File: config.mk
export PLATFORM = sky130hd
export DESIGN_NAME = booth_mul_16bit
export DESIGN_NICKNAME = d
export VERILOG_FILES = /design/src/rtl/booth_mul_16bit.sv
export SDC_FILE = /design/constraint.sdc
export NUM_CORES = 1
export LEC_CHECK = 0
export BUFFER_PORTS_ARGS = -buffer_cell sky130_fd_sc_hd__buf_4
export CAP_MARGIN = 10
export CORE_MARGIN = 4
export CORE_UTILIZATION = 40
export CTS_CLUSTER_DIAMETER = 40
export CTS_CLUSTER_SIZE = 40
export DETAILED_ROUTE_END_ITERATION = 6
export PLACE_DENSITY_LB_ADDON = 0.25
export SETUP_SLACK_MARGIN = 0.2
export SLEW_MARGIN = 0
export SYNTH_ARGS = -nofsm -noshare
export SYNTH_HDL_FRONTEND = slang
export SYNTH_SLANG_ARGS = --single-unit
File: constraint.sdc
create_clock -name clk -period 3 [get_ports clk]
set_clock_uncertainty 0.1 [all_clocks]
set_input_delay 0.15 -clock clk [delete_from_list [all_inputs] [get_ports clk]]
set_output_delay 0.15 -clock clk [all_outputs]
set_load 0.005 [all_outputs]
File: src/rtl/booth_mul_16bit.sv
// booth_mul_16bit
//   Sequential 16x16 signed multiplier, radix-2 Booth recoding, one
//   add/subtract/skip step per clock. 16 steps per product; a start held
//   high through the DONE cycle restarts immediately (17-clock cadence).
//
// Ports
//   clk    rising-edge clock
//   rst    asynchronous active-high reset
//   start  request; accepted in IDLE or DONE, ignored in RUN
//   A, B   signed multiplicand / multiplier, captured with accepted start
//   busy   high while the 16 Booth steps are in progress
//   done   one-cycle pulse when P is updated
//   P      signed 32-bit product, held until the next product completes

// 17-bit add/sub by control: y = a + b (sub=0) or a - b (sub=1).
// The subtract is done as a + ~b + 1 so a single adder serves both.
module booth_addsub (
    input  logic [16:0] a,
    input  logic [16:0] b,
    input  logic        sub,
    output logic [16:0] y
);
    assign y = a + (b ^ {17{sub}}) + {16'd0, sub};
endmodule

module booth_mul_16bit (
    input  logic        clk,
    input  logic        rst,
    input  logic        start,
    input  logic [15:0] A,
    input  logic [15:0] B,
    output logic        busy,
    output logic        done,
    output logic [31:0] P
);
    typedef enum logic [1:0] {IDLE, RUN, DONE} state_t;

    state_t      state;
    logic [16:0] m;      // sign-extended multiplicand
    logic [16:0] acc;    // upper partial product, one guard bit wide
    logic [15:0] q;      // multiplier, shifts into the low product half
    logic        q_1;    // Booth guard bit
    logic [4:0]  cnt;

    logic        step_en;
    logic        step_sub;
    logic [16:0] addend;
    logic [16:0] t;
    logic [16:0] acc_n;
    logic [15:0] q_n;

    // {q[0],q_1}: 01 -> +M, 10 -> -M, 00/11 -> skip (add zero).
    always_comb begin
        step_en  = q[0] ^ q_1;
        step_sub = step_en & q[0];
        addend   = step_en ? m : 17'd0;
    end

    booth_addsub u_addsub (
        .a   (acc),
        .b   (addend),
        .sub (step_sub),
        .y   (t)
    );

    // Arithmetic right shift of {T,Q,q_1}.
    always_comb begin
        acc_n = {t[16], t[16:1]};
        q_n   = {t[0], q[15:1]};
    end

    always_ff @(posedge clk or posedge rst) begin
        if (rst) begin
            state <= IDLE;
            m     <= '0;
            acc   <= '0;
            q     <= '0;
            q_1   <= 1'b0;
            cnt   <= '0;
            busy  <= 1'b0;
            done  <= 1'b0;
            P     <= '0;
        end else begin
            case (state)
                IDLE, DONE: begin
                    done <= 1'b0;
                    if (start) begin
                        m     <= {A[15], A};
                        acc   <= '0;
                        q     <= B;
                        q_1   <= 1'b0;
                        cnt   <= '0;
                        busy  <= 1'b1;
                        state <= RUN;
                    end else begin
                        busy  <= 1'b0;
                        state <= IDLE;
                    end
                end
                RUN: begin
                    acc <= acc_n;
                    q   <= q_n;
                    q_1 <= q[0];
                    cnt <= cnt + 5'd1;
                    if (cnt == 5'd15) begin
                        // Product taken from post-shift values of the last step.
                        P     <= {acc_n[15:0], q_n};
                        done  <= 1'b1;
                        busy  <= 1'b0;
                        state <= DONE;
                    end
                end
                default: begin
                    busy  <= 1'b0;
                    done  <= 1'b0;
                    state <= IDLE;
                end
            endcase
        end
    end
endmodule
==> flow_summary.yaml <==
die:
  rows: 38
  core_area_um2: 10940
  chipHeight_um: 114.0
  start_util_pct: 41.13
  die_area_um2: 13010
  fp.dieW_um: 114.0
  ios: 69
synth:
  synth_top_family_by_area: "simple AND/OR/NAND/NOR gates"
  synth_cell_types: 48
  synth_edf_count: 0
  synth_compound_area_share_pct: 13.71
  ys_seq_area_share_pct: 48.96
  yosys-top-cells-area: "dfrtp_1 (49%), nand2_1 (14%), ha_1 (5.0%), xnor2_1 (4.3%), o21ai_0 (3.3%)"
  synth_mux_area_share_pct: 0.6676
  yosysTopAreaCellShare_pct: 48.96
  ys.flop_type: "dfrtp_1"
  synth.avg_cell_area_um2: 8.960
  synth_seq_cells: 88
  async_flop_share_pct: 100.0
  synthAdderAreaFrac_pct: 5.452
  synth-simple-area-share_pct: 22.45
  synth_top_cell_by_area: "dfrtp_1"
  synthCells: 502
  synth_xor_area_share_pct: 5.257
  synth_nets: 556
  syn_area_um2: 4498
  yosysWarnings: 0
critical_path:
  critPathKind: "flop to flop"
  endpoint_kind: "flop"
  cp.required_ps: 3150
  crit_arrival_ps: 3000
  critPathMaxFanout: 8
  critPathLaunchType: "flop"
clock_tree:
  cts_buffers: 9
  cts_root_buf: "clkbuf_16"
  clkLatencyLatePin_ps: 340
  clock_path_buffers: 2
  path_clk_slew_ps: 70
  tritoncts: "built"
  cts_num_sinks: 88
  htreeDepth: 3
global_routing:
  grt-ovfl-total: 0
  grt_pass1_wl_um: 18020
  grt_antenna_before_repair: 0
  grt_pass1_vias: 3741
  grt_usage_pct: 17.20
  grt_max_degree: 54
route:
  num_vias: 3779
  ant_nets: 0
  viasPerCell: 5.039
  dr.pass1.iters: 4
  drt_iter0_drc: 187
  drc: 0
  wl_um: 10660
  wl_per_cell_um: 14.21
timing:
  hold_ws_ps: 189.9
  fmax_ghz: 0.3505
  period_share_pct: 95.09
  drv_slew: 0
  fin_crit_ps: 2853
  hold_viol_final: 0
  rsz0062_at_grt: "true"
  worstMarginPinSlew_ps: 798.2
  setup_viol: 0
  max_slew_margin_pct: 46.79
cells_and_area:
  fin_area_um2: 6195
  layout_common_cells: "nand2_1 (166), dfrtp_1 (88), buf_4 (84)"
  final_common_cell: "nand2_1"
  layout.nets: 659
  layout.cells.non_filler: 750
  area_growth_syn_to_layout_pct: 37.72
  diodes: 0
  drive_gt1_share_pct: 26.72
min_path:
  hp-class: "input pin to flop"
outcome:
  status: "finished clean"
placement:
  io_buffer_count: 68
  dp_cells: 692
  dpl-instance-area_um2: 5200
  place.gp.congestion: 0.8947
  dp_hpwl_um: 7369
flow_run:
  drv_cap: 0
final timing paths:
kind / start / to / slack, ps / cells after the start
setup / recovery: q[0] / P[29] / 150 / 11
hold / removal: start / q[1] / 190 / 5
setup reg to reg: q[0] / P[29] / 150 / 11
hold reg to reg: P[11] / P[11] / 370 / 2
max in group asynchronous: rst / acc[14] / 1750 / 4
min in group asynchronous: rst / m[5] / 370 / 3
synth_stat cells (4+ instances only):
master,n
a211oi_1,5
a21oi_1,13
a22oi_1,16
and3_1,5
clkbuf_1,22
dfrtp_1,88
ha_1,18
inv_1,11
nand2_1,166
nand2b_1,20
nand3_1,5
nand4_1,4
nor2_1,10
o21ai_0,30
o21ai_1,5
o21bai_1,4
xnor2_1,22
xor2_1,5
metrics by stage:
step / setup WS (ps) / setup TNS [ps] / util [%]
6_report: 147.3 / 0 / 56.65
5_1_grt: 37.46 / 0 / 56.65
4_1_cts: 125.3 / 0 / 54.34
3_5_place_dp: -16.78 / -30.13 / 47.55
3_3_place_gp: 73.94 / 0 / 47.55
2_1_floorplan: 210.4 / 0 / -
critical path, stage by stage, from the launching register on:
cell and delay [ps]:
dfrtp_1 420, ha_4 320, nand2b_4 150, xnor2_4 120, inv_2 60, fa_2 390, nor2b_2 150, o2111ai_2 130
a21o_1 210, a211o_2 320, and3_4 190, o31ai_2 200
layout make-up:
type	count	area [um^2]
timing repair buffer	120	997.2
clock inverter	7	55.05
inverter	11	42.54
clock buffer	9	225.2
tap	140	175.2
fill	974	4741
multi-input combinational	375	2497
sequential	88	2202
what timing repair did:
action / 4_1_cts / 5_1_grt
resized for setup: 20 / 38
pin swaps: 12 / 20
endpoints found under the hold margin: 72 / 0
setup endpoints to repair: 13 / 24
hold buffers: 33 / 0
buffers inserted: 6 / 3
registers in the layout, summed over array words and instances (netlist names):
signal  count
P          32
q          16
state       2
m          16
acc        16
q_1         1
cnt         5
logic make-up after synthesis:
group           after synthesis
simple gates                231
xor+xnor                     27
compound gates               95
flops                        88
mux                           3
buf+inv                      39
fa+ha+maj                    19
layer usage:
| metal | vias up | global-route usage [%] | wire (um) |
|---|---|---|---|
| met1 | 1779 | 23.45 | 4915 |
| met5 | - | 0 | 0 |
| met2 | 79 | 26.97 | 5009 |
| li1 | 1902 | - | - |
| met4 | 0 | 8.472 | 277 |
| met3 | 19 | 2.334 | 452 |
Power is not shown: default switching activity piles up to over one toggle a cycle in this logic, so the estimate is an artifact.
